### src/rtl/seg7_pair_decoder.sv
// seg7_pair_decoder
// Receive-side monitor for a two-digit 7-segment display. It recovers the hex
// nibbles from the segment drive vectors, commits a pattern only after it has
// held for STABLE_CYCLES cycles, pulses o_Valid on each commit, flags illegal
// glyphs and counts commits.
// Build option: define SEG7_DECODE_SYNC_EN to pass both segment inputs through
// a 2-flop synchroniser (adds 2 cycles of latency) for asynchronous sources.
//
// state    | meaning
// ---------+-----------------------------------------------------
// S_IDLE   | after reset, nothing committed yet
// S_SETTLE | counting consecutive unchanged cycles of the input
// S_HOLD   | committed value equals the current input

module seg7_pair_decoder #(
  parameter int unsigned STABLE_CYCLES = 4,
  parameter bit          ACTIVE_LOW    = 1'b1
) (
  input  logic       i_Clk,
  input  logic       i_Reset,
  input  logic [6:0] i_Segment1,
  input  logic [6:0] i_Segment2,
  output logic       o_Valid,
  output logic [3:0] o_Digit1,
  output logic [3:0] o_Digit2,
  output logic       o_Error1,
  output logic       o_Error2,
  output logic [7:0] o_Change_Count
);

  typedef enum logic [1:0] {
    S_IDLE   = 2'd0,
    S_SETTLE = 2'd1,
    S_HOLD   = 2'd2
  } state_t;

  localparam logic [7:0] STABLE_TC = 8'(STABLE_CYCLES);

  // Returns {error, nibble}; unknown patterns (all-off included) give nibble 0.
  function automatic logic [4:0] decode_glyph(input logic [6:0] seg);
    logic [4:0] res;
    case (seg)
      7'h7E:   res = {1'b0, 4'h0};
      7'h30:   res = {1'b0, 4'h1};
      7'h6D:   res = {1'b0, 4'h2};
      7'h79:   res = {1'b0, 4'h3};
      7'h33:   res = {1'b0, 4'h4};
      7'h5B:   res = {1'b0, 4'h5};
      7'h5F:   res = {1'b0, 4'h6};
      7'h70:   res = {1'b0, 4'h7};
      7'h7F:   res = {1'b0, 4'h8};
      7'h7B:   res = {1'b0, 4'h9};
      7'h77:   res = {1'b0, 4'hA};
      7'h1F:   res = {1'b0, 4'hB};
      7'h4E:   res = {1'b0, 4'hC};
      7'h3D:   res = {1'b0, 4'hD};
      7'h4F:   res = {1'b0, 4'hE};
      7'h47:   res = {1'b0, 4'hF};
      default: res = {1'b1, 4'h0};
    endcase
    return res;
  endfunction

  logic [6:0]  seg1_raw;
  logic [6:0]  seg2_raw;
  logic [13:0] vec_now;
  logic [13:0] prev_vec_q;
  logic        vec_changed;
  logic [7:0]  cnt_q;
  logic [7:0]  cnt_d;
  logic        commit;
  logic [4:0]  dec1;
  logic [4:0]  dec2;
  state_t      state_q;
  state_t      state_d;

`ifdef SEG7_DECODE_SYNC_EN
  // Synchroniser flops reset to the "all segments off" level of the pin.
  localparam logic [6:0] SEG_OFF = ACTIVE_LOW ? 7'h7F : 7'h00;

  logic [6:0] seg1_meta;
  logic [6:0] seg1_sync;
  logic [6:0] seg2_meta;
  logic [6:0] seg2_sync;

  // Two-stage synchroniser on both segment buses.
  always_ff @(posedge i_Clk or posedge i_Reset) begin
    if (i_Reset) begin
      seg1_meta <= SEG_OFF;
      seg1_sync <= SEG_OFF;
      seg2_meta <= SEG_OFF;
      seg2_sync <= SEG_OFF;
    end else begin
      seg1_meta <= i_Segment1;
      seg1_sync <= seg1_meta;
      seg2_meta <= i_Segment2;
      seg2_sync <= seg2_meta;
    end
  end

  assign seg1_raw = seg1_sync;
  assign seg2_raw = seg2_sync;
`else
  assign seg1_raw = i_Segment1;
  assign seg2_raw = i_Segment2;
`endif

  assign vec_now     = ACTIVE_LOW ? {~seg1_raw, ~seg2_raw} : {seg1_raw, seg2_raw};
  assign vec_changed = (vec_now != prev_vec_q);
  assign dec1        = decode_glyph(vec_now[13:7]);
  assign dec2        = decode_glyph(vec_now[6:0]);

  // State register.
  always_ff @(posedge i_Clk or posedge i_Reset) begin
    if (i_Reset) begin
      state_q <= S_IDLE;
    end else begin
      state_q <= state_d;
    end
  end

  // Next state, stability counter and commit decision.
  always_comb begin
    state_d = state_q;
    cnt_d   = cnt_q;
    commit  = 1'b0;
    case (state_q)
      S_IDLE: begin
        state_d = S_SETTLE;
        cnt_d   = 8'd0;
      end
      S_SETTLE: begin
        if (vec_changed) begin
          cnt_d = 8'd0;
        end else if (cnt_q == STABLE_TC) begin
          commit  = 1'b1;
          state_d = S_HOLD;
        end else begin
          cnt_d = cnt_q + 8'd1;
        end
      end
      S_HOLD: begin
        if (vec_changed) begin
          state_d = S_SETTLE;
          cnt_d   = 8'd0;
        end
      end
      default: begin
        state_d = S_IDLE;
        cnt_d   = 8'd0;
      end
    endcase
  end

  // Stability counter and previous-vector history for change detection.
  always_ff @(posedge i_Clk or posedge i_Reset) begin
    if (i_Reset) begin
      cnt_q      <= 8'd0;
      prev_vec_q <= 14'd0;
    end else begin
      cnt_q      <= cnt_d;
      prev_vec_q <= vec_now;
    end
  end

  // Registered outputs; digits, flags and count move only on a commit.
  always_ff @(posedge i_Clk or posedge i_Reset) begin
    if (i_Reset) begin
      o_Valid        <= 1'b0;
      o_Digit1       <= 4'h0;
      o_Digit2       <= 4'h0;
      o_Error1       <= 1'b1;
      o_Error2       <= 1'b1;
      o_Change_Count <= 8'd0;
    end else begin
      o_Valid <= commit;
      if (commit) begin
        o_Digit1       <= dec1[3:0];
        o_Error1       <= dec1[4];
        o_Digit2       <= dec2[3:0];
        o_Error2       <= dec2[4];
        o_Change_Count <= o_Change_Count + 8'd1;
      end
    end
  end

endmodule

### config.mk
export PLATFORM = sky130hd
export DESIGN_NAME = seg7_pair_decoder
export DESIGN_NICKNAME = d
export VERILOG_FILES = /design/src/rtl/seg7_pair_decoder.sv
export SDC_FILE = /design/constraint.sdc
export NUM_CORES = 1
export LEC_CHECK = 0
export CAP_MARGIN = 20
export CORE_ASPECT_RATIO = 1.1
export CORE_UTILIZATION = 46
export DETAILED_ROUTE_END_ITERATION = 7
export MAX_ROUTING_LAYER = met4
export PLACE_DENSITY = 0.74
export SYNTH_ARGS = -nofsm -noshare
export SYNTH_HDL_FRONTEND = slang
export SYNTH_SLANG_ARGS = --single-unit
### constraint.sdc
create_clock -name i_Clk -period 3.55 [get_ports i_Clk]
set_input_delay 0.8875 -clock i_Clk [delete_from_list [all_inputs] [get_ports i_Clk]]
set_output_delay 0.8875 -clock i_Clk [all_outputs]
set_load 0.03 [all_outputs]
* Word level (Yosys, flattened, before mapping) *
Index checks and enable logic that the tools add are counted.

cells by class
  bitwise logic cells = 2
  equality and inequality tests = 40
  $add $sub $neg = 2
  mux-type cells = 13
  reductions and logical operators = 3

operators with widths
  operator                                             number
  equality test 7 bit, second input constant           24
  one-hot mux 5 bit (16 select lines)                  2
  equality test 7 x 6 -> 1 bit, second input constant  6
  2-to-1 mux 8 bit                                     3
  adder 8 x 1 -> 8 bit, second input constant          2
  one-hot mux 8 bit (2 select lines)                   1
  equality test 7 x 5 -> 1 bit, second input constant  2
  inequality test 14 bit                               1
  NOT 7 bit                                            2
  equality test 8 x 3 -> 1 bit, second input constant  1
  2-to-1 mux 2 bit                                     3
  inequality test 2 bit, second input constant         3
  one-hot mux 2 bit (3 select lines)                   1
  2-to-1 mux 1 bit                                     3
  inequality test 3 bit, second input constant         1
  AND reduction 3 bit                                  1
  equality test 2 x 1 -> 1 bit, second input constant  1
  equality test 2 bit, second input constant           1
  logical NOT 2 bit                                    1
  AND reduction 2 bit                                  1

word-level totals
  register bits = 43
  word-level logic and storage cells = 69
  output and inout bits = 19
  bits of input ports = 16

* Logic depth before layout (Yosys ltp) *
  depth after elaboration = 4
  gate-level depth with buffers = 9

* Least setup slack after synthesis *
OpenSTA, ideal clock, no wires.

  kind = input-to-reg
  start = input port i_Segment2[2]
  end = register o_Digit1[0]
  arrival time = 2.378 ns
  cell stages on the path = 8
  path slack = 1.045 ns
  data required time = 3.423 ns
  cells stage by stage = buf_4 xor2_1 nand4_2 nor4_2 and2_1 buf_4 buf_8 mux2_1

between the ends
  word-level cells in the longest chain between the ends = 4

RTL lines
  what                    line  text
  start, declared         22    input logic [6:0] i_Segment2,
  NOT 7 bit               108   assign vec_now = ACTIVE_LOW ? {~seg1_raw, ~seg2_raw} : {seg1_raw, seg2_raw};
  inequality test 14 bit  109   assign vec_changed = (vec_now != prev_vec_q);
  2-to-1 mux 1 bit        133   if (vec_changed) begin
  2-to-1 mux 1 bit        127   case (state_q)
  net commit              71    logic commit;
  end signal, assigned    178   o_Digit1 <= dec1[3:0];
  end, declared           24    output logic [3:0] o_Digit1,

The timed path passes the listed nets, and every way through them passes these cells.
A chain may end at the register's enable or synchronous reset.

* Worst setup path after layout *
  start = input port i_Segment2[6]
  end = register o_Digit2[3]

between the ends
  word-level cells in the longest chain between the ends = 4

RTL lines
  what                                                                         line  text
  NOT 7 bit *                                                                  108
  branches (longest 3 deep; another with one-hot mux 5 bit (16 select lines))  -
  end signal, assigned                                                         180   o_Digit2 <= dec2[3:0];
  end, declared                                                                25    output logic [3:0] o_Digit2,

Every way passes the cells marked *.

==> results.toml <==
[run_status]
status = "finished, final reports clean"

[critical_path]
end_kind = "flop"
required_ns = 3.74
cp-endpoint = "o_Digit2[3]"
reg2reg_slack_ns = 1.43
slowest_delay_ns = 0.70
cp.arrival_ns = 2.95
reg2reg_from = "cnt_q[0]"
crit_type = "in2reg"
r2r-end = "o_Digit2[3]"
cp_top_family = "buffers and inverters"
crit_cells = 7
start_kind = "input pin"
cp_max_fo = 11
crit_chain = "clkdlybuf4s50_1 -> xor2_1 -> nand4_1 -> nor4_2 -> and2_1 -> buf_4 -> mux2_2"
reg2regPathDepth = 7
cp_slowest_cell = "clkdlybuf4s50_1"
crit_path_start = "i_Segment2[6]"
cp_num_buf_inv = 2

[clock_tree]
cts-root-buf = "clkbuf_8"
cts-hold-fix-buffers = 0
clk_path_buf_depth = 2
cts_tree = "done"
cts.sinks = 43
h-tree-depth = 2
ctsResizeCount = 0
clkTransAtPathRegs_ns = 0.08
clock_latency_ns = 0.30
cts_made_buffers = 5
post-cts-setup-buffers = 0

[grt]
grt_overflow = 0
grt_max_degree = 44
grt_first_pass_wirelength_um = 8890
grt_pass1_vias = 1948
antenna_found_initial = 0
grt.total_usage_pct = 20.1

[floorplanning]
die-area_um2 = 5760
row_count = 27
start_util_pct = 48.9
core_area_um2 = 5130
die_h_um = 79.5
die_x_um = 72.4
boundaryPins = 35

[placed_design]
portBuffers = 34
detailedPlace.worstSlack_ns = 0.461
place_congestion = 0.916
dp_hpwl_um = 3700

[synthesis]
synth_mux_area_share_pct = 6.43
synth-seq-area-share_pct = 43.0
synth_top_flop_cell = "dfrtp_1"
synth_edf_count = 0
yosysUniqueCellTypes = 48
syn_area_per_cell_um2 = 9.58
synthAdderAreaFrac_pct = 1.50
synthCells = 262
synth-seq-cells = 43
synthArstFlopShare_pct = 100
synth_commonest_cells = "dfrtp_1, inv_1, nand3_1, xor2_1, nand4_1"
synth_top_family_by_area = "simple AND/OR/NAND/NOR gates"
yosysMostFrequentCell = "dfrtp_1"
yosys-top-cells-area = "dfrtp_1, xor2_1, inv_1, nand4_1, nand3_1"
yosysTopAreaCell = "dfrtp_1"
synthXorXnorAreaFrac_pct = 7.68
synth_top_area_share_pct = 40.9
synth_nets = 281
synth_compound_area_share_pct = 10.4
synthesis.area_um2 = 2510
synthSimpleGateAreaFrac_pct = 22.6
yosysWarnings = 0

[hold_path]
hp-class = "reg2reg"
hold_depth = 2

[final_layout]
n_fill_cell = 470
multi_input_area_um2 = 1220
syn2layout_area_growth_pct = 19.9
fin_nets = 315
regArea_um2 = 1080
diodes = 0
drive_above_1_share_pct = 9.09

[sta]
period_needed_ns = 2.77
finalCritPeriodShare_pct = 78.0
drv_slew = 0
tightestPinTransition_ns = 0.550
fin_skew_ns = 0.0105
rsz0062_at_grt = "no"
setup_tns_ns = 0
fmax_mhz = 361
setup_viol = 0
worst_slack_ns = 0.782
hold_viol = 0
relSlewSlack_pct = 63.1
whs_ns = 0.474

[drt]
dr.max_layer_used = "met4"
dr.pass1.iters = 4
ant_nets = 0
drtIter0Drc = 150
avgRoutedWirePerCell_um = 14.1
drt-total-wl_um = 5190
drt-met1-wl_um = 2350
wl_met2_um = 2540
viasPerCell = 5.51
remaining_drc_errors = 0
vias = 2035
wl_met3_um = 236

[power]
p_per_area_nw_per_um2 = 306
peakVddDrop_mv = 0.237
leakage_nw = 1.34

[flow_run]
cap_violations = 0
worst reg2reg max path: stages, from the launching register on:
cell	delay, ns
dfrtp_1	0.41
inv_1	0.10
ha_1	0.15
nor4bb_1	0.33
and2_1	0.32
and2_1	0.19
buf_4	0.17
mux2_2	0.34
state kept, by name (all words and copies together) (netlist names):
register        cells
o_Digit1            4
o_Change_Count      8
state_q             2
cnt_q               8
prev_vec_q         14
o_Digit2            4
o_Valid             1
o_Error2            1
o_Error1            1
metrics by stage:
| step | cell area, um2 | instances | power (mW) | utilization [%] |
|---|---|---|---|---|
| after global routing | 3010 | 369 | 0.967 | 58.6 |
| after detailed placement | 2920 | 361 | 0.619 | 56.9 |
| after CTS | 3010 | 369 | 0.926 | 58.6 |
| after global placement | 2920 | 361 | 0.619 | 56.9 |
| final | 3010 | 369 | 0.922 | 58.6 |
| after floorplan | 2510 | 262 | 0.582 | - |
routing by layer:
layer,track usage (%),up-vias
li1,-,999
met5,-,-
met3,4.04,8
met1,26.3,975
met4,6.27,0
met2,31.6,53
cells by family (layout without fill, tap and decap cells):
family          count (synthesis)  count (layout)
buf+inv                        47              82
compound gates                 39              39
mux                            15              15
xor+xnor                       22              22
flops                          43              43
simple gates                   93              93
fa+ha+maj                       3               3
worst min path at each step:
stage | start | end | slack (ns)
4_1_cts | o_Error1 | o_Error1 | 0.48
6_report | o_Error2 | o_Error2 | 0.47
3_5_place_dp | o_Error1 | o_Error1 | 0.46
2_1_floorplan | cnt_q[7] | cnt_q[7] | 0.45
3_3_place_gp | o_Change_Count[7] | o_Change_Count[7] | 0.46
5_1_grt | o_Error2 | o_Error2 | 0.49
final cells by class:
| class | instances | area share (%) |
|---|---|---|
| multi-input cells | 172 | 40.5 |
| flip-flops and latches | 43 | 35.8 |
| repair buffers | 46 | 14.3 |
| inverters | 28 | 3.49 |
| well taps | 72 | 2.99 |
| clock buffers | 6 | 2.41 |
| clock inverters | 2 | 0.416 |
cells in the final DEF, fill, tap and decap left out, types with 5 or more instances in the layout:
cell type	synthesis	final
a21oi_1	8	8
a22oi_1	7	7
and3_1	8	8
buf_4	4	12
clkbuf_8	0	5
clkdlybuf4s50_1	0	34
dfrtp_1	41	41
inv_1	28	28
mux2_1	6	6
mux2i_1	6	6
nand2_1	11	11
nand3_1	15	15
nand4_1	14	14
nor2_1	10	10
xnor2_1	7	7
xor2_1	15	15
where the power goes:
group / switching (mW) / internal (mW)
Clock: 0.174 / 0.138
Sequential: 0.00318 / 0.497
Combinational: 0.0652 / 0.0445
Total: 0.242 / 0.680
(Power assumes the default switching activity.)
